==> src/rtl/rxpy_bitpacker_pkg.sv <==
// Shared types and defaults for the rx payload bit packer.
package rxpy_bitpacker_pkg;
  typedef enum logic [1:0] {IDLE = 2'd0, PACK = 2'd1, FLUSH = 2'd2} state_e;
  localparam int DW_DEF = 32;
  localparam int AW_DEF = 8;
  localparam int CNT_W  = 13;
endpackage

==> src/rtl/rxpy_bitpacker_wordreg.sv <==
// Bit-indexed word accumulator: clear wins first, then the indexed bit is set the same cycle.
module rxpy_wordreg #(
  parameter int DW = 32,
  parameter int IW = $clog2(DW)
) (
  input  logic          clk,
  input  logic          rst,
  input  logic          clr_i,
  input  logic          set_i,
  input  logic [IW-1:0] idx_i,
  input  logic          bit_i,
  output logic [DW-1:0] word_o
);
  logic [DW-1:0] word_q, word_d;

  always_comb begin
    word_d = clr_i ? '0 : word_q;
    if (set_i) word_d[idx_i] = bit_i;
  end

  always_ff @(posedge clk or posedge rst)
    if (rst) word_q <= '0;
    else     word_q <= word_d;

  assign word_o = word_q;
endmodule

==> src/rtl/rxpy_bitpacker.sv <==
// Rx payload deserializer: packs serial bits LSB-first into buffer words.
// Optional payload length check enabled with `define RXPY_LENCHK_EN.
module rxpy_bitpacker
  import rxpy_bitpacker_pkg::*;
#(
  parameter int DW        = DW_DEF,
  parameter int AW        = AW_DEF,
  parameter int MAX_WORDS = 256
) (
  input  logic             clk_6M,
  input  logic             rst,
  input  logic             dec_py_period,
  input  logic             dec_pybit_valid,
  input  logic             dec_pybitin,
  input  logic             dec_py_endp,
`ifdef RXPY_LENCHK_EN
  input  logic [9:0]       dec_pylenByte,
  output logic             rxpy_lenerr,
`endif
  output logic [AW-1:0]    rxlnctrl_addr,
  output logic [DW-1:0]    rxlnctrl_din,
  output logic             rxlnctrl_we,
  output logic [CNT_W-1:0] rxpy_bitcnt,
  output logic             rxpy_done_p,
  output logic             rxpy_ovf
);
  localparam int IW = $clog2(DW);
  // One extra count bit so a completely full buffer is distinguishable from an empty word slot.
  localparam logic [CNT_W:0] CAP = (CNT_W+1)'(MAX_WORDS * DW);

  state_e         state_q, state_d;
  logic           period_q, pend_q, ovf_q;
  logic [CNT_W:0] cnt_q, cnt_d;
  logic [AW-1:0]  waddr_q;
  logic           start, abort, strobe, acc, full_bit, flush_part, clr;
  logic [DW-1:0]  word;

  always_comb begin
    state_d = state_q;
    start   = 1'b0;
    abort   = 1'b0;
    case (state_q)
      IDLE:  if (dec_py_period && !period_q) begin state_d = PACK; start = 1'b1; end
      PACK:  if (dec_py_endp) state_d = FLUSH;
             else if (!dec_py_period) begin state_d = IDLE; abort = 1'b1; end
      FLUSH: state_d = IDLE;
      default: state_d = IDLE;
    endcase
  end

  assign strobe     = (state_q == PACK) && dec_pybit_valid;
  assign acc        = strobe && (cnt_q < CAP);
  assign full_bit   = acc && (&cnt_q[IW-1:0]);
  assign cnt_d      = start ? '0 : cnt_q + {{CNT_W{1'b0}}, acc};
  // A pending full-word write in FLUSH means endp came with the filling bit: no partial remains.
  assign flush_part = (state_q == FLUSH) && !pend_q && (|cnt_q[IW-1:0]);
  assign clr        = pend_q | start | abort | (state_q == FLUSH);

  always_ff @(posedge clk_6M or posedge rst)
    if (rst) begin
      state_q  <= IDLE;
      period_q <= 1'b0;
      cnt_q    <= '0;
      pend_q   <= 1'b0;
      waddr_q  <= '0;
      ovf_q    <= 1'b0;
    end else begin
      state_q  <= state_d;
      period_q <= dec_py_period;
      cnt_q    <= cnt_d;
      pend_q   <= full_bit;
      if (acc) waddr_q <= cnt_q[IW +: AW];
      if (start)                ovf_q <= 1'b0;
      else if (strobe && !acc)  ovf_q <= 1'b1;
    end

  rxpy_wordreg #(.DW(DW), .IW(IW)) u_wordreg (
    .clk    (clk_6M),
    .rst    (rst),
    .clr_i  (clr),
    .set_i  (acc),
    .idx_i  (cnt_q[IW-1:0]),
    .bit_i  (dec_pybitin),
    .word_o (word)
  );

  assign rxlnctrl_we   = pend_q | flush_part;
  assign rxlnctrl_addr = pend_q ? waddr_q : cnt_q[IW +: AW];
  assign rxlnctrl_din  = word;
  assign rxpy_done_p   = (state_q == FLUSH);
  assign rxpy_ovf      = ovf_q;
  assign rxpy_bitcnt   = cnt_q[CNT_W] ? {CNT_W{1'b1}} : cnt_q[CNT_W-1:0];

`ifdef RXPY_LENCHK_EN
  logic lenerr_q;
  always_ff @(posedge clk_6M or posedge rst)
    if (rst)                                       lenerr_q <= 1'b0;
    else if (start)                                lenerr_q <= 1'b0;
    else if ((state_q == PACK) && dec_py_endp)     lenerr_q <= (cnt_d != {1'b0, dec_pylenByte, 3'b000});
  assign rxpy_lenerr = lenerr_q;
`endif
endmodule

==> config.mk <==
export PLATFORM = sky130hd
export DESIGN_NAME = rxpy_bitpacker
export DESIGN_NICKNAME = d
export VERILOG_FILES = /design/src/rtl/rxpy_bitpacker_pkg.sv /design/src/rtl/rxpy_bitpacker_wordreg.sv /design/src/rtl/rxpy_bitpacker.sv
export SDC_FILE = /design/constraint.sdc
export NUM_CORES = 1
export LEC_CHECK = 0
export CAP_MARGIN = 20
export CORE_MARGIN = 3
export CORE_UTILIZATION = 56
export CTS_CLUSTER_SIZE = 28
export DETAILED_ROUTE_END_ITERATION = 6
export GPL_ROUTABILITY_DRIVEN = 0
export PLACE_DENSITY = 0.86
export SLEW_MARGIN = 20
export SYNTH_ARGS = -nofsm -noshare
export SYNTH_HDL_FRONTEND = slang
export SYNTH_SLANG_ARGS = --single-unit
==> constraint.sdc <==
create_clock -name clk_6M -period 3.36 [get_ports clk_6M]
set_clock_uncertainty 0.1 [all_clocks]
set_input_delay 0.504 -clock clk_6M [delete_from_list [all_inputs] [get_ports clk_6M]]
set_output_delay 0.504 -clock clk_6M [all_outputs]
set_load 0.1 [all_outputs]
# Yosys cells after proc, flatten, opt, wreduce, memory -nomap -nowiden
# Cells that the tools add are included.
dict set report classes {
  n_addsub 1
  magnitude_cmp 3
  eq_ne 4
  muxes 19
  bitwise 4
  n_reduce_logical 16
}
# operator count
set op_table {}
lappend op_table {{$mux 32} 2}
lappend op_table {{$bwmux 32} 1}
lappend op_table {{$add 14x1->14} 1}
lappend op_table {{$lt 14x14->1 const B} 1}
lappend op_table {{$mux 14} 1}
lappend op_table {{$mux 13} 1}
lappend op_table {{$logic_and 1x1->1} 8}
lappend op_table {{$mux 1} 8}
lappend op_table {{$mux 8} 1}
lappend op_table {{$lt 5x6->1 const B} 1}
lappend op_table {{$mux 2} 3}
lappend op_table {{$demux 1 s5} 1}
lappend op_table {{$ge 5x1->1 const B} 1}
lappend op_table {{$reduce_and 5->1} 1}
lappend op_table {{$reduce_or 5->1} 1}
lappend op_table {{$or 1x1->1} 4}
lappend op_table {{$pmux 2 s2} 1}
lappend op_table {{$logic_not 1->1} 3}
lappend op_table {{$ne 3x3->1 const B} 1}
lappend op_table {{$eq 2x1->1 const B} 1}
lappend op_table {{$eq 2x2->1 const B} 1}
lappend op_table {{$logic_not 2->1} 1}
lappend op_table {{$ne 2x2->1 const B} 1}
lappend op_table {{$reduce_and 2->1} 1}
lappend op_table {{$reduce_bool 2->1} 1}
dict set report word_totals {
  reg_bits 59
  out_inout_bits 56
}

# Longest topological paths before layout
# Gate-level depths: netlist of the first run.
dict set report logic_depth {
  word_depth 10
  mapped_depth 10
  mapped_depth_nobuf 8
}

# Hierarchy
# From an unflattened synthesis of the first run, not the netlist that was laid out.
dict set report unflattened {
  hier_cells 298
  area_unflattened_um2 3156.8
}
# module instances cells_per_inst area_per_inst_um2 seq_area_each_um2
set by_module_without_submodules {}
lappend by_module_without_submodules {rxpy_wordreg 1 157 1692.9 800.8}
lappend by_module_without_submodules {rxpy_bitpacker 1 141 1463.9 675.6}

# Least setup slack after synthesis of the first run
# No wires, ideal clock.
dict set report synth_timing {
  path_type {register to output}
  from {register pend_q}
  to {output port rxlnctrl_addr[5]}
  arrival_time_ns 2.762
  t_required_ns 2.756
  setup_slack_ns -0.006
  path_stages_with_launch 3
  path_buffers 1
  path_cell_list {dfrtp_1 buf_1 o21ai_0}
}
dict set report synth_via {
  elab_chain_cells 1
}
# element line
set synth_rtl {}
lappend synth_rtl {{start: declaration} rxpy_bitpacker.sv:32} ;# logic period_q, pend_q, ovf_q;
lappend synth_rtl {{start signal: assignment} rxpy_bitpacker.sv:71} ;# pend_q <= full_bit;
lappend synth_rtl {{$mux 8} rxpy_bitpacker.sv:88} ;# assign rxlnctrl_addr = pend_q ? waddr_q : cnt_q[IW +: AW];
lappend synth_rtl {{end: declaration} rxpy_bitpacker.sv:20} ;# output logic [AW-1:0] rxlnctrl_addr,
# Every way passes these cells.

# Worst setup path after layout of the first run
dict set report layout_timing {
  from {register cnt_q[13]}
  to {register cnt_q[12]}
}
dict set report layout_via {
  elab_chain_cells 4
}
# element line
set layout_rtl {}
lappend layout_rtl {{start: declaration} rxpy_bitpacker.sv:33} ;# logic [CNT_W:0] cnt_q, cnt_d;
lappend layout_rtl {{start signal: assignment} rxpy_bitpacker.sv:70} ;# cnt_q <= cnt_d;
lappend layout_rtl {{$lt 14x14->1} rxpy_bitpacker.sv:52} ;# assign acc = strobe && (cnt_q < CAP);
lappend layout_rtl {{$logic_and 1x1->1} rxpy_bitpacker.sv:52}
lappend layout_rtl {{$add 14x1->14} rxpy_bitpacker.sv:54} ;# assign cnt_d = start ? '0 : cnt_q + {{CNT_W{1'b0}}, acc};
lappend layout_rtl {{$mux 14} rxpy_bitpacker.sv:54}
lappend layout_rtl {{net cnt_d[12]} rxpy_bitpacker.sv:33}
# The timed path passes the listed nets, and every way through them passes these cells.
# A chain may end at the register's enable or synchronous reset.

==> results.cfg, run 1 <==
[pwr]
powerDensity_mw_per_mm2 = 408
power_mw = 1.57
ir_worst_vdd_mv = 0.239
p_leak_nw = 1.84

[clock_tree]
post-cts-setup-buffer-count = 0
cts_buffers = 9
root_buffer = clkbuf_8
clk_latency_ns = 0.33
cts_tree = done
cts_sinks = 59
cts-resized-gates = 0
clk_pin_slew_ns = 0.06
h-tree-depth = 3
ctsLongestPathBuffers = 2
postCtsHoldBufs = 0

[min_path]
hold_path_class = register to register

[timing]
relSlewSlack = 0.335
fin_crit_sh = 0.735
worst_slew_pin_slew_ns = 0.994
fmax_ghz = 0.405
hold_violations = 0
drv_slew = 0
fin_crit_ns = 2.47
worst_hold_slack_ns = 0.374
rsz0062_at_grt = false
tns_ns = 0
fin_ws_ns = 0.891
setup_viol = 0

[floorplan]
num_rows = 26
fp.dieH_um = 80.8
io_pins = 62
coreArea_mm2 = 0.00527
die_w_um = 80.8
start_util = 0.595
design.die.area_mm2 = 0.00654

[critical_path]
cp-start-kind = register
cp_slowest_cell = dfrtp_1
cp-end-kind = register
crit_chain = nand4bb_1, inv_2, ha_1, ha_1, nand2_1, nor4_1, xnor2_1, nor2_1
crit_type = register to register
crit_family = simple AND/OR/NAND/NOR gates
required_ns = 3.48
critPathMostFrequentCell = ha_1
arrival_ns = 2.59
crit_buf_inv = 1
crit_fanout = 17
cpPeakStageDelay_ns = 0.53

[routing]
via_per_inst = 5.75
drc = 0
dr.pass1.iters = 4
ant_nets = 0
first_iter_violations = 239
wl_per_cell_um = 16.3
routed_wl_um = 7610
vias = 2683

[outcome]
status = complete, no violations

[global_routing]
grt_max_degree = 37
grt_antenna_before_repair = 0
grt-ovfl-total = 0
grt_pass1_vias = 2610
grtUsageTotal = 0.252
grt_pass1_wl_um = 12800

[synthesis]
async_flop_share = 1.00
synth_edf_count = 0
seq_area_frac_synth = 0.471
synth_nets = 342
synth.distinct_cells = 42
syn_area_per_cell_um2 = 9.42
syn-cell-area_mm2 = 0.00314
netlist_instances = 333
synthFlopType = dfrtp_1
ys_seq_elements = 59
yosys_warnings = 0

[final_layout]
diodes = 0
syn2layout_area_growth_pct = 23.0
fillers = 396
layout_common_cells = dfrtp_1 (59), nand2_1 (52), buf_4 (39), nor2_1 (29), clkdlybuf4s50_1 (28)
drive_above_1_share = 0.249
final_nets = 402
final_common_cell = dfrtp_1

[run]
drv_cap = 0

[placed_design]
hpwl_um = 5390
place_ws_ns = 0.603
io_buffers = 61
synth_stat cells (3+ instances only):
cell type,number,area (um^2)
mux2_2,8,90.1
xnor2_1,6,52.6
nor4_1,8,50.1
nand2_1,52,195
nand3_1,16,80.1
nand2b_1,5,31.3
o31ai_1,16,120
or2_2,14,87.6
dfrtp_1,59,1480
or3_1,3,18.8
buf_4,3,22.5
buf_2,5,25.0
mux2i_1,3,30.0
ha_1,3,37.5
inv_1,21,78.8
xor2_1,5,43.8
and3_1,9,56.3
clkbuf_1,6,22.5
nor3_1,8,40.0
and2b_1,3,22.5
nor3_2,7,70.1
nor2_1,29,109
a31o_2,10,87.6
nand4_1,3,18.8
a31o_1,4,35.0
nor2b_1,5,31.3
flip-flops by register name, summed over array words and instances, names as in the netlist:
name and flops:
cnt_q 14, pend_q 1, period_q 1, rxpy_ovf 1
state_q 2, u_wordreg.word_o 32, waddr_q 8
cell families (layout without fill, tap and decap cells):
group | Yosys count | in the layout | share of synthesized area
multiplexers | 11 | 11 | 0.0383
flip-flops | 59 | 59 | 0.471
AND/OR/NAND/NOR | 173 | 173 | 0.298
adder cells (fa/ha/maj) | 3 | 3 | 0.0120
AO/OA/AOI/OAI | 36 | 36 | 0.0925
XOR/XNOR | 11 | 11 | 0.0307
buffers and inverters | 40 | 104 | 0.0582
tightest hold or removal path, stage by stage, from the launching register on:
cell,delay (ns)
dfrtp_1,0.34
nand2_1,0.05
nand2_1,0.05
power breakdown:
part	total (mW)	leakage, nW	switching [mW]	internal (mW)
Combinational	0.279	0.935	0.217	0.0627
Sequential	0.748	0.819	0.0245	0.723
Clock	0.547	0.0860	0.266	0.280
Total	1.57	1.84	0.508	1.07
path summary, 6_finish.rpt:
kind | start | to | slack, ns | cells past startpoint
max | cnt_q[13] | cnt_q[12] | 0.89 | 8
max reg2reg | cnt_q[13] | cnt_q[12] | 0.89 | 8
min | waddr_q[4] | waddr_q[4] | 0.37 | 2
min reg2reg | waddr_q[4] | waddr_q[4] | 0.37 | 2
min in group asynchronous | rst | u_wordreg.word_o[10] | 0.51 | 2
max in group asynchronous | rst | cnt_q[12] | 1.98 | 3
per-stage QoR:
step | cells | area, um^2 | util
after CTS | 467 | 3860 | 0.732
after floorplan | 333 | 3140 | -
after global routing | 467 | 3860 | 0.732
final | 467 | 3860 | 0.732
after global placement | 452 | 3700 | 0.702
after detailed placement | 452 | 3700 | 0.702
per-layer routing:
metal	vias to the layer above	wire (um)	global-route usage
met3	13	446	0.0521
met4	0	92	0.0794
li1	1250	-	-
met2	97	3820	0.412
met5	-	0	0
met1	1323	3250	0.338
layout make-up:
cell class,count,area [um^2],area share
clock buffer,12,145,0.0376
clock inverter,3,15.0,0.00389
inverter,22,82.6,0.0214
multi-input combinational,234,1480,0.383
sequential,59,1480,0.383
tap,70,87.6,0.0227
timing repair buffer,67,573,0.149
Note: power is estimated with default switching activity, not from simulation.
==> inputs of run 2 (changes only) <==
--- a/config.mk
+++ b/config.mk
@@ -7,11 +7,11 @@
 export LEC_CHECK = 0
 export CAP_MARGIN = 20
 export CORE_MARGIN = 3
-export CORE_UTILIZATION = 56
+export CORE_UTILIZATION = 52
 export CTS_CLUSTER_SIZE = 28
 export DETAILED_ROUTE_END_ITERATION = 6
 export GPL_ROUTABILITY_DRIVEN = 0
-export PLACE_DENSITY = 0.86
+export PLACE_DENSITY = 0.8
 export SLEW_MARGIN = 20
 export SYNTH_ARGS = -nofsm -noshare
 export SYNTH_HDL_FRONTEND = slang
==> constraint.sdc (replaced) <==
create_clock -name clk_6M -period 2.35 [get_ports clk_6M]
set_clock_uncertainty 0.1 [all_clocks]
set_input_delay 0.3525 -clock clk_6M [delete_from_list [all_inputs] [get_ports clk_6M]]
set_output_delay 0.3525 -clock clk_6M [all_outputs]
set_load 0.1 [all_outputs]
==> run 2 against run 1 <==
  * Non-clock buffer count rose by 5
  * First-iteration DRC count decreased by 27%
  * Power up 56%
  * Register-to-register slack got worse by 0.62 ns
  * Setup slack lost 0.76 ns
  * Cell count grew 1.7%
  * Sequential power up 43%
  * Critical path type is now register to output port
==> results.cfg, run 2 (synthesized netlist as in run 1, its figures left out) <==
[min_path]
hold_path_class = primary input to async pin

[critical_path]
ff2ff_setup_slack_ns = 0.27
cp-end-kind = output port
cp-start-kind = register
crit_fanout = 12
r2r_cells = 5
required_ns = 1.90
crit_type = register to output port
arrival_ns = 1.77

[routing]
ant_nets = 0
drc = 0
via_per_inst = 5.63
wl_per_cell_um = 16.6
vias = 2676
dr.pass1.iters = 4
routed_wl_um = 7880
first_iter_violations = 175

[final_layout]
layout_common_cells = dfrtp_1 (59), buf_4 (56), nand2_1 (52), nor2_1 (27), inv_1 (20)
diodes = 0
finish.utilization = 0.711
fillers = 411
final_nets = 407
final_common_cell = dfrtp_1
syn2layout_area_growth_pct = 28.6
largest_reg_flops = 32
stdcell_count = 475
drive_above_1_share = 0.320

[placed_design]
io_buffers = 61
dp.cells = 459
place_ws_ns = 0.0552
hpwl_um = 5600

[clock_tree]
clk_pin_slew_ns = 0.06
cts_sinks = 59
cts_buffers = 9
post-cts-setup-buffer-count = 0
cts_tree = done
root_buffer = clkbuf_8
h-tree-depth = 3
ctsLongestPathBuffers = 2
clk_latency_ns = 0.34

[run]
drv_cap = 0

[floorplan]
die_w_um = 83.7
design.die.area_mm2 = 0.00700
coreArea_mm2 = 0.00568
io_pins = 62
num_rows = 27
start_util = 0.553
fp.dieH_um = 83.7

[pwr]
ir_worst_vdd_mv = 0.415
powerDensity_mw_per_mm2 = 609
p_leak_nw = 1.96
power_mw = 2.46

[outcome]
status = complete, no violations

[timing]
rsz0062_at_grt = false
fin_crit_ns = 2.22
setup_viol = 0
tns_ns = 0
relSlewSlack = 0.481
fin_ws_ns = 0.130
fin_crit_sh = 0.944
worst_slew_pin_slew_ns = 0.778
hold_violations = 0
fmax_ghz = 0.451
drv_slew = 0

[global_routing]
grt_max_degree = 43
grt_antenna_before_repair = 0
grt_pass1_vias = 2732
grt-ovfl-total = 0
grt_pass1_wl_um = 13500
grtUsageTotal = 0.240
[run 2: changes by cell type in the layout (fill, tap and decap cells not counted), moves of 2 or more]
cell / delta
buf_12: +11
buf_4: +17
clkbuf_8: +2
clkdlybuf4s50_1: -23
clkinv_2: -3
nor2_1: -2
[run 2: final cells by class]
cell class / instances / area (um^2) / area share
sequential: 59 / 1480 / 0.366
inverter: 22 / 82.6 / 0.0205
tap: 72 / 90.1 / 0.0223
clock buffer: 15 / 176 / 0.0437
clock inverter: 1 / 30.0 / 0.00744
multi-input combinational: 234 / 1490 / 0.369
timing repair buffer: 72 / 691 / 0.171
[run 2: path summary, 6_finish.rpt]
kind | start | end
worst max-delay path | cnt_q[1] | rxlnctrl_we
worst min-delay path | rst | waddr_q[1]
worst max register to register | state_q[0] | u_wordreg.word_o[25]
worst min register to register | waddr_q[2] | waddr_q[2]
max in group asynchronous | rst | cnt_q[1]
min in group clk_6M | waddr_q[2] | waddr_q[2]
[run 2: power breakdown]
group	leakage, nW	total [mW]	switching (mW)	internal (mW)
registers	0.819	1.07	0.0399	1.03
clock network	0.104	0.974	0.395	0.579
logic	1.04	0.409	0.311	0.0977
[run 2: routing by layer]
metal	up-vias	wire, um	GRT usage
li1	1264	-	-
met1	1291	3390	0.313
met2	105	3880	0.388
met3	16	435	0.0582
met4	0	173	0.0848
met5	-	0	0
[run 2: critical path, cell delays in order (launching register included)]
cell and delay (ns):
dfrtp_1 0.53, nor2_2 0.32, nand3_1 0.17, a21o_1 0.24, buf_12 0.17
[run 2: what timing repair did]
item | CTS | global route
endpoints found under the setup margin | 0 | 1
hold buffers | 0 | 0
resized for setup | 0 | 1
[run 2: metrics by stage]
step           hold WS, ns  cell area (um^2)
2_1_floorplan        0.284              3140
3_3_place_gp         0.352              3820
3_5_place_dp         0.362              3820
4_1_cts              0.231              4030
5_1_grt              0.250              4030
6_report             0.230              4030
==> inputs of run 3 (changes only) <==
--- a/config.mk
+++ b/config.mk
@@ -6,12 +6,14 @@
 export NUM_CORES = 1
 export LEC_CHECK = 0
 export CAP_MARGIN = 20
+export CELL_PAD_IN_SITES_DETAIL_PLACEMENT = 0
+export CELL_PAD_IN_SITES_GLOBAL_PLACEMENT = 1
 export CORE_MARGIN = 3
-export CORE_UTILIZATION = 52
+export CORE_UTILIZATION = 39
 export CTS_CLUSTER_SIZE = 28
 export DETAILED_ROUTE_END_ITERATION = 6
 export GPL_ROUTABILITY_DRIVEN = 0
-export PLACE_DENSITY = 0.8
+export PLACE_DENSITY_LB_ADDON = 0.1
 export SLEW_MARGIN = 20
 export SYNTH_ARGS = -nofsm -noshare
 export SYNTH_HDL_FRONTEND = slang
==> run 3 against run 2 <==
  * Global-route usage is 5.2 points lower
  * Via count is 3.1% lower
  * Setup slack better by 0.062 ns
  * Combinational power is 4% higher
  * Hold slack better by 0.0041 ns
  * Non-clock buffer count is 4 higher
  * Die area is 31% higher
  * Clock-buffer cell count is 3 lower
  * Largest power group unchanged
==> results.cfg, run 3 (synthesized netlist as in run 1, its figures left out) <==
[outcome]
status = complete, no violations

[timing]
drv_slew = 0
hold_violations = 0
fin_ws_ns = 0.192
fin_crit_ns = 2.16
tns_ns = 0
setup_viol = 0
rsz0062_at_grt = false
relSlewSlack = 0.642
fmax_ghz = 0.463
fin_crit_sh = 0.918
worst_slew_pin_slew_ns = 0.537

[routing]
via_per_inst = 5.13
routed_wl_um = 7840
vias = 2593
dr.pass1.iters = 4
wl_per_cell_um = 15.5
first_iter_violations = 79
drc = 0
ant_nets = 0

[pwr]
ir_worst_vdd_mv = 0.254
p_leak_nw = 1.97
powerDensity_mw_per_mm2 = 557

[clock_tree]
ctsLongestPathBuffers = 2
clk_pin_slew_ns = 0.06
post-cts-setup-buffer-count = 0
postCtsHoldBufs = 0
root_buffer = clkbuf_8
cts_tree = done
clk_latency_ns = 0.33
cts_buffers = 9
cts_sinks = 59
cts-resized-gates = 0
h-tree-depth = 3

[floorplan]
io_pins = 62
coreArea_mm2 = 0.00777
fp.dieH_um = 95.7
num_rows = 32
design.die.area_mm2 = 0.00915
start_util = 0.404
die_w_um = 95.7

[critical_path]
required_ns = 1.90
r2r-start = state_q[0]
arrival_ns = 1.71
crit_type = register to output port
cp-start-kind = register
cp-end-kind = output port
startpoint = cnt_q[3]
crit_fanout = 13

[final_layout]
largest_reg_flops = 32
multi_input_comb_area_mm2 = 0.00149
finish.utilization = 0.526
syn2layout_area_growth_pct = 30.2
seqCellArea_mm2 = 0.00148
layout_common_cells = dfrtp_1 (59), buf_4 (57), nand2_1 (52), nor2_1 (28), inv_1 (20)
final_nets = 411
drive_above_1_share = 0.323
diodes = 0
fillers = 747
stdcell_count = 505
final_common_cell = dfrtp_1

[global_routing]
grtUsageTotal = 0.187
grt_max_degree = 43
grt_antenna_before_repair = 0
grt_pass1_vias = 2611
grt-ovfl-total = 0
grt_pass1_wl_um = 13200

[placed_design]
hpwl_um = 5590
dp.cells = 493
place_ws_ns = 0.105
io_buffers = 61

[min_path]
hold_path_class = primary input to async pin

[run]
drv_cap = 0
==> run 3: cell count changes in the layout (fill, tap and decap cells not counted), sizes merged <==
cell	delta
buf	+4
bufinv	-1
clkbuf	-3
==> run 3: layout make-up <==
class | count | share of cell area
repair buffers | 76 | 0.186
well taps | 102 | 0.0312
clock buffers | 12 | 0.0380
inverters | 22 | 0.0202
multi-input cells | 234 | 0.364
flip-flops and latches | 59 | 0.361
==> run 3: per-layer routing <==
metal,routed length [um],global-route usage
met5,0,0
met4,71,0.0675
met2,3730,0.288
met3,314,0.0331
met1,3720,0.264
==> run 3: critical path, stage by stage (launching register included) <==
cell     delay [ns]
dfrtp_1        0.52
nor2_1         0.32
nand3_1        0.14
a21o_1         0.23
buf_12         0.17
==> run 3: final timing paths <==
kind | endpoint | slack [ns] | depth (start not counted)
worst max register to register | cnt_q[12] | 0.37 | 8
worst max-delay path | rxlnctrl_we | 0.19 | 4
min in group clk_6M | waddr_q[4] | 0.37 | 2
worst min register to register | waddr_q[4] | 0.37 | 2
worst min-delay path | u_wordreg.word_o[16] | 0.23 | 2
max in group asynchronous | u_wordreg.word_o[2] | 1.35 | 3
==> run 3: through the flow <==
stage          cell area (um^2)  power (mW)  hold slack [ns]
5_1_grt                    4090        2.38            0.260
3_5_place_dp               3930        1.52            0.362
2_1_floorplan              3140        1.38            0.284
4_1_cts                    4090        2.31            0.230
3_3_place_gp               3930        1.52            0.353
6_report                   4090        2.27            0.234
==> run 3: power by group <==
group | internal, mW | switching (mW) | total [mW] | leakage, nW
clock network | 0.417 | 0.360 | 0.777 | 0.0803
registers | 1.03 | 0.0353 | 1.07 | 0.819
logic | 0.110 | 0.317 | 0.427 | 1.07
==> RTL change 1, RTL diff (config.mk and constraints of run 2) <==
Register the inputs `dec_py_period`, `dec_pybit_valid` and `dec_pybitin` before use, without a reset. The logic sees them one clock later. The other inputs are not delayed to match.
--- a/src/rtl/rxpy_bitpacker.sv
+++ b/src/rtl/rxpy_bitpacker.sv
@@ -30,2 +30,12 @@
 
+  logic dec_py_period_q;
+  logic dec_pybit_valid_q;
+  logic dec_pybitin_q;
+
+  always_ff @(posedge clk_6M) begin
+    dec_py_period_q   <= dec_py_period;
+    dec_pybit_valid_q <= dec_pybit_valid;
+    dec_pybitin_q     <= dec_pybitin;
+  end
+
   state_e         state_q, state_d;
@@ -42,5 +52,5 @@
     case (state_q)
-      IDLE:  if (dec_py_period && !period_q) begin state_d = PACK; start = 1'b1; end
+      IDLE:  if (dec_py_period_q && !period_q) begin state_d = PACK; start = 1'b1; end
       PACK:  if (dec_py_endp) state_d = FLUSH;
-             else if (!dec_py_period) begin state_d = IDLE; abort = 1'b1; end
+             else if (!dec_py_period_q) begin state_d = IDLE; abort = 1'b1; end
       FLUSH: state_d = IDLE;
@@ -50,3 +60,3 @@
 
-  assign strobe     = (state_q == PACK) && dec_pybit_valid;
+  assign strobe     = (state_q == PACK) && dec_pybit_valid_q;
   assign acc        = strobe && (cnt_q < CAP);
@@ -68,3 +78,3 @@
       state_q  <= state_d;
-      period_q <= dec_py_period;
+      period_q <= dec_py_period_q;
       cnt_q    <= cnt_d;
@@ -82,3 +92,3 @@
     .idx_i  (cnt_q[IW-1:0]),
-    .bit_i  (dec_pybitin),
+    .bit_i  (dec_pybitin_q),
     .word_o (word)
Formal check against the unedited RTL: not equivalent (Yosys sat finds a counterexample within 4 cycles, from zero or initial values and one cycle with rst high).
==> RTL change 1 against run 2 <==
- maximum frequency grew 3.2%
- count of clock-buffer cells in the layout shrank 1
- via count grew 1.1%
- sequential share of layout area grew 0.30 points
- critical path type is now flop to flop
- design area grew 3.2%
- setup slack gained 0.069 ns
- largest power group unchanged
- routed wire length grew 1.6%
- area after synthesis grew 0.16%
- synthesized cell count shrank 0.60%
- sequential cell count grew 3
- register-to-register slack lost 0.07 ns
- first-iteration DRC count grew 16%
- total power shrank 3.3%
==> RTL change 1: results <==
[run_status]
outcome = finished, final reports clean

[clock_network]
cts_root_buffer = clkbuf_8
cts_inserted_buffers = 9
htree_levels = 3
postCtsSetupRepairBufs = 0

[yosys]
synthArstFlopShare = 0.952
yosys_warnings = 0
synthDistinctLibCells = 38
yosys-top-cells-area = dfrtp_1, nand2_1, a31o_2
synth_seq_area_share = 0.489
yosys-top-cells-count = dfrtp_1, nand2_1, nor2_1, and3_1, nand3_1
synth_nets = 340

[finish]
fillers = 408
num_antenna_cells = 0
final_layout_size_suffix_gt1_frac = 0.338
final_nets = 403
final_util = 0.734

[power_and_ir_drop]
power_frac_seq = 0.481
vdd_drop_max_mv = 0.373
swShare = 0.314
power_leakage_nw = 2.04
p_clk_frac = 0.336
p_sw_mw = 0.745

[global_routing]
grt_util_met2 = 0.424
grt_antenna_before_repair = 0
grt_pass1_vias = 2818
grt_pass1_wl_um = 13900
met1_usage = 0.308
groute.layer.met3.usage = 0.0622
track_usage = 0.247
grt_start_max_net_pins = 60

[drt]
wl_met1_um = 3280
met2_wirelength_um = 4150
route.met3.wl_um = 485
wl_um = 8000
drtIter0Drc = 203
viasPerCell = 5.75
detail_route.first_pass.iterations = 4

[timing]
min_period_ns = 2.15
slew_headroom = 0.345

[worst_setup_path]
crit_fanout = 6
r2r_slack_ns = 0.20
worst-r2r-cell-count = 8
timing.rr.start = state_q[0]
reg2reg_to = cnt_q[12]
cp.arrival_ns = 2.27
max_stage_delay_ns = 0.49
slowest_stage = dfrtp_1

[place]
pre_cts_slack_ns = 0.132
hpwl_um = 5460
place_area_um2 = 4000

[hold_path]
min_path_type = input port to async pin
-- RTL change 1: worst max-delay path by stage --
stage / start / to / slack [ns] / cells after the start
2_1_floorplan: pend_q / rxlnctrl_addr[5] / -0.09 / 2
3_3_place_gp: dec_py_endp / u_wordreg.word_o[12] / 0.20 / 4
3_5_place_dp: dec_py_endp / u_wordreg.word_o[6] / 0.13 / 4
4_1_cts: state_q[0] / cnt_q[12] / 0.14 / 8
5_1_grt: state_q[0] / cnt_q[12] / 0.002 / 8
6_report: state_q[0] / cnt_q[12] / 0.20 / 8
-- RTL change 1: per-stage QoR --
stage | instances | hold slack [ns]
2_1_floorplan | 331 | 0.262
3_3_place_gp | 455 | 0.286
3_5_place_dp | 455 | 0.295
4_1_cts | 471 | 0.303
5_1_grt | 471 | 0.321
6_report | 471 | 0.282
-- RTL change 1: cells by family (layout without fill, tap and decap cells) --
family,Yosys count,count (layout),synth area share
simple gates,169,169,0.277
compound gates,37,37,0.106
buf+inv,40,108,0.0530
mux,9,9,0.0319
xor+xnor,11,11,0.0307
flops,62,62,0.489
fa+ha+maj,3,3,0.0119
-- RTL change 1: what timing repair did --
action	4_1_cts	5_1_grt
endpoints found under the setup margin	0	1
resized for setup	0	1
endpoints found under the hold margin	0	0
-- RTL change 1: cell type report --
class,instances,share of cell area
Tap cell,72,0.0216
Inverter,20,0.0180
Clock buffer,14,0.0367
Clock inverter,2,0.00240
Timing Repair Buffer,72,0.202
Sequential cell,62,0.369
Multi-Input combinational cell,229,0.350
-- RTL change 1: critical path, delay by kind of cell, from the launching register on --
family                   cells  cell delay (ns)
flip-flops                   1             0.49
XOR/XNOR                     1             0.15
buffers and inverters        1             0.17
AND/OR/NAND/NOR              4             0.65
adder cells (fa/ha/maj)      2             0.47
==> RTL change 2, RTL diff (settings of run 2) <==
Made on the original files. Add a define of `RXPY_LENCHK_EN`.
--- a/src/rtl/rxpy_bitpacker.sv
+++ b/src/rtl/rxpy_bitpacker.sv
@@ -2,2 +2,4 @@
 // Optional payload length check enabled with `define RXPY_LENCHK_EN.
+`define RXPY_LENCHK_EN
+
 module rxpy_bitpacker
Interface: changed (added dec_pylenByte and rxpy_lenerr); port bits go from 62 to 73. No check against the original RTL was run, so the function may have changed too.
==> RTL change 2 against run 2 <==
- largest power group unchanged
- routed wire length rose by 15%
- the flow now finishes with violations (setup timing)
- combinational power grew 42%
- sequential cell count up 1
- design area grew 16%
- maximum frequency is 21% lower
- critical endpoint is now rxpy_lenerr
- area after synthesis is 0.88% higher
- total power grew 10%
- setup slack worse by 0.60 ns
- via count is 12% higher
- non-clock buffer count increased by 49
==> RTL change 2: results <==
[run_status]
outcome = finished with violations
violations = setup timing

[yosys]
synth_nets = 359
synthDistinctLibCells = 48
synthCells = 341
yosys-top-cells-count = dfrtp_1, nand2_1, o21ai_0, nand3_1, nor2_1
synthArstFlopShare = 1.00
yosys_warnings = 0
yosys-top-cells-area = dfrtp_1, nand2_1, o21ai_0
synth_seq_area_share = 0.474

[clock_network]
clkTransAtPathRegs_ns = 0.07
clock_latency_ns = 0.34
clockBufferDepth = 2
cts_root_buffer = clkbuf_8
htree_levels = 3
cts_inserted_buffers = 9

[finish]
instances_no_fill = 529
final_layout_size_suffix_gt1_frac = 0.368
final_nets = 470
num_antenna_cells = 0
largest_reg_flops = 32

[worst_setup_path]
max_stage_delay_ns = 0.41
cp.arrival_ns = 2.95
path_delay_family = simple AND/OR/NAND/NOR gates
slowest_stage = dfrtp_1
crit_fanout = 6

[power_and_ir_drop]
swShare = 0.314
power_leakage_nw = 2.19
vdd_drop_max_mv = 0.585

[drt]
wl_um = 9030
drtIter0Drc = 159
detail_route.first_pass.iterations = 4
viasPerCell = 5.67

[timing]
fin_ws_ns = -0.473
worst_pin_slew_ns = 0.625
setup_viol = 1

[place]
hpwl_um = 6450
post-place-cells = 511
io_buffer_count = 72
pre_cts_slack_ns = -0.993

[global_routing]
track_usage = 0.268
grt_start_max_net_pins = 33
grt_antenna_before_repair = 0
grt_pass1_wl_um = 15100
grt_pass1_vias = 3102

[hold_path]
min_path_type = input port to async pin

[job]
maxCapViolations = 0
RTL change 2: changes by cell type in the layout (fill, tap and decap cells not counted), sizes merged, moves of 11 or more:
| cell | delta |
|---|---|
| buf | +39 |
| o21ai | +34 |
| nand3 | +17 |
| o31ai | -15 |
| a31o | -13 |
| nor2 | -11 |
| nor3 | -11 |
RTL change 2: repair_timing:
action | CTS | global route
pin swaps | 2 | 1
setup endpoints to repair | 7 | 4
setup buffers | 2 | 0
gates resized for setup | 3 | 4
hold endpoints to repair | 0 | 0
RTL change 2: layer usage:
| metal | track usage | routed length [um] | vias to the layer above |
|---|---|---|---|
| li1 | - | - | 1428 |
| met1 | 0.363 | 3850 | 1451 |
| met3 | 0.0464 | 577 | 13 |
| met5 | 0 | 0 | - |
| met2 | 0.428 | 4450 | 110 |
| met4 | 0.107 | 145 | 0 |
RTL change 2: cells by family after synthesis:
group           Yosys count  synth area share
compound gates           60             0.120
simple gates            159             0.263
flops                    60             0.474
xor+xnor                 11            0.0348
buf+inv                  32            0.0403
mux                      17            0.0597
fa+ha+maj                 2           0.00791
RTL change 2: cell type report:
class,count,area (um2)
fill,363,1050
clock buffer,9,124
sequential,60,1500
timing repair buffer,121,1170
clock inverter,7,98.8
multi-input combinational,249,1630
tap,72,90.1
inverter,11,41.3
RTL change 2: per-stage QoR:
stage	hold WS [ns]	area [um2]	TNS, ns	utilization
final	0.0818	4660	-0.473	0.816
after global routing	0.0939	4660	-0.600	0.816
after CTS	0.0771	4640	-0.467	0.813
after detailed placement	0.390	4390	-4.22	0.769
after global placement	0.384	4390	-2.91	0.769
after floorplan	0.284	3240	-0.732	-
RTL change 2: path summary, 6_finish.rpt:
path | start | slack (ns) | endpoint | cells after the start
hold reg to reg | waddr_q[7] | 0.41 | waddr_q[7] | 1
setup reg to reg | state_q[1] | -0.47 | rxpy_lenerr | 10
max in group asynchronous | rst | 1.46 | cnt_q[4] | 3
min in group clk_6M | waddr_q[7] | 0.41 | waddr_q[7] | 1
hold / removal | rst | 0.08 | u_wordreg.word_o[28] | 2
setup / recovery | state_q[1] | -0.47 | rxpy_lenerr | 10
RTL change 2: power groups by stage:
stage | clock (mW) | sequential, mW | combinational (mW)
2_1_floorplan | 0 | 1.18 | 0.290
3_3_place_gp | 0 | 1.11 | 0.567
3_5_place_dp | 0 | 1.11 | 0.578
4_1_cts | 1.05 | 1.09 | 0.580
5_1_grt | 1.11 | 1.09 | 0.610
6_report | 1.04 | 1.09 | 0.581
RTL change 2: worst reg2reg max path: stages, from the launching register on:
cell,delay [ns]
dfrtp_1,0.41
nor4bb_4,0.33
buf_4,0.18
ha_4,0.15
ha_4,0.19
nand2_4,0.07
or3_4,0.35
xor2_2,0.17
a2111oi_2,0.31
nand4_1,0.16
o31a_1,0.27
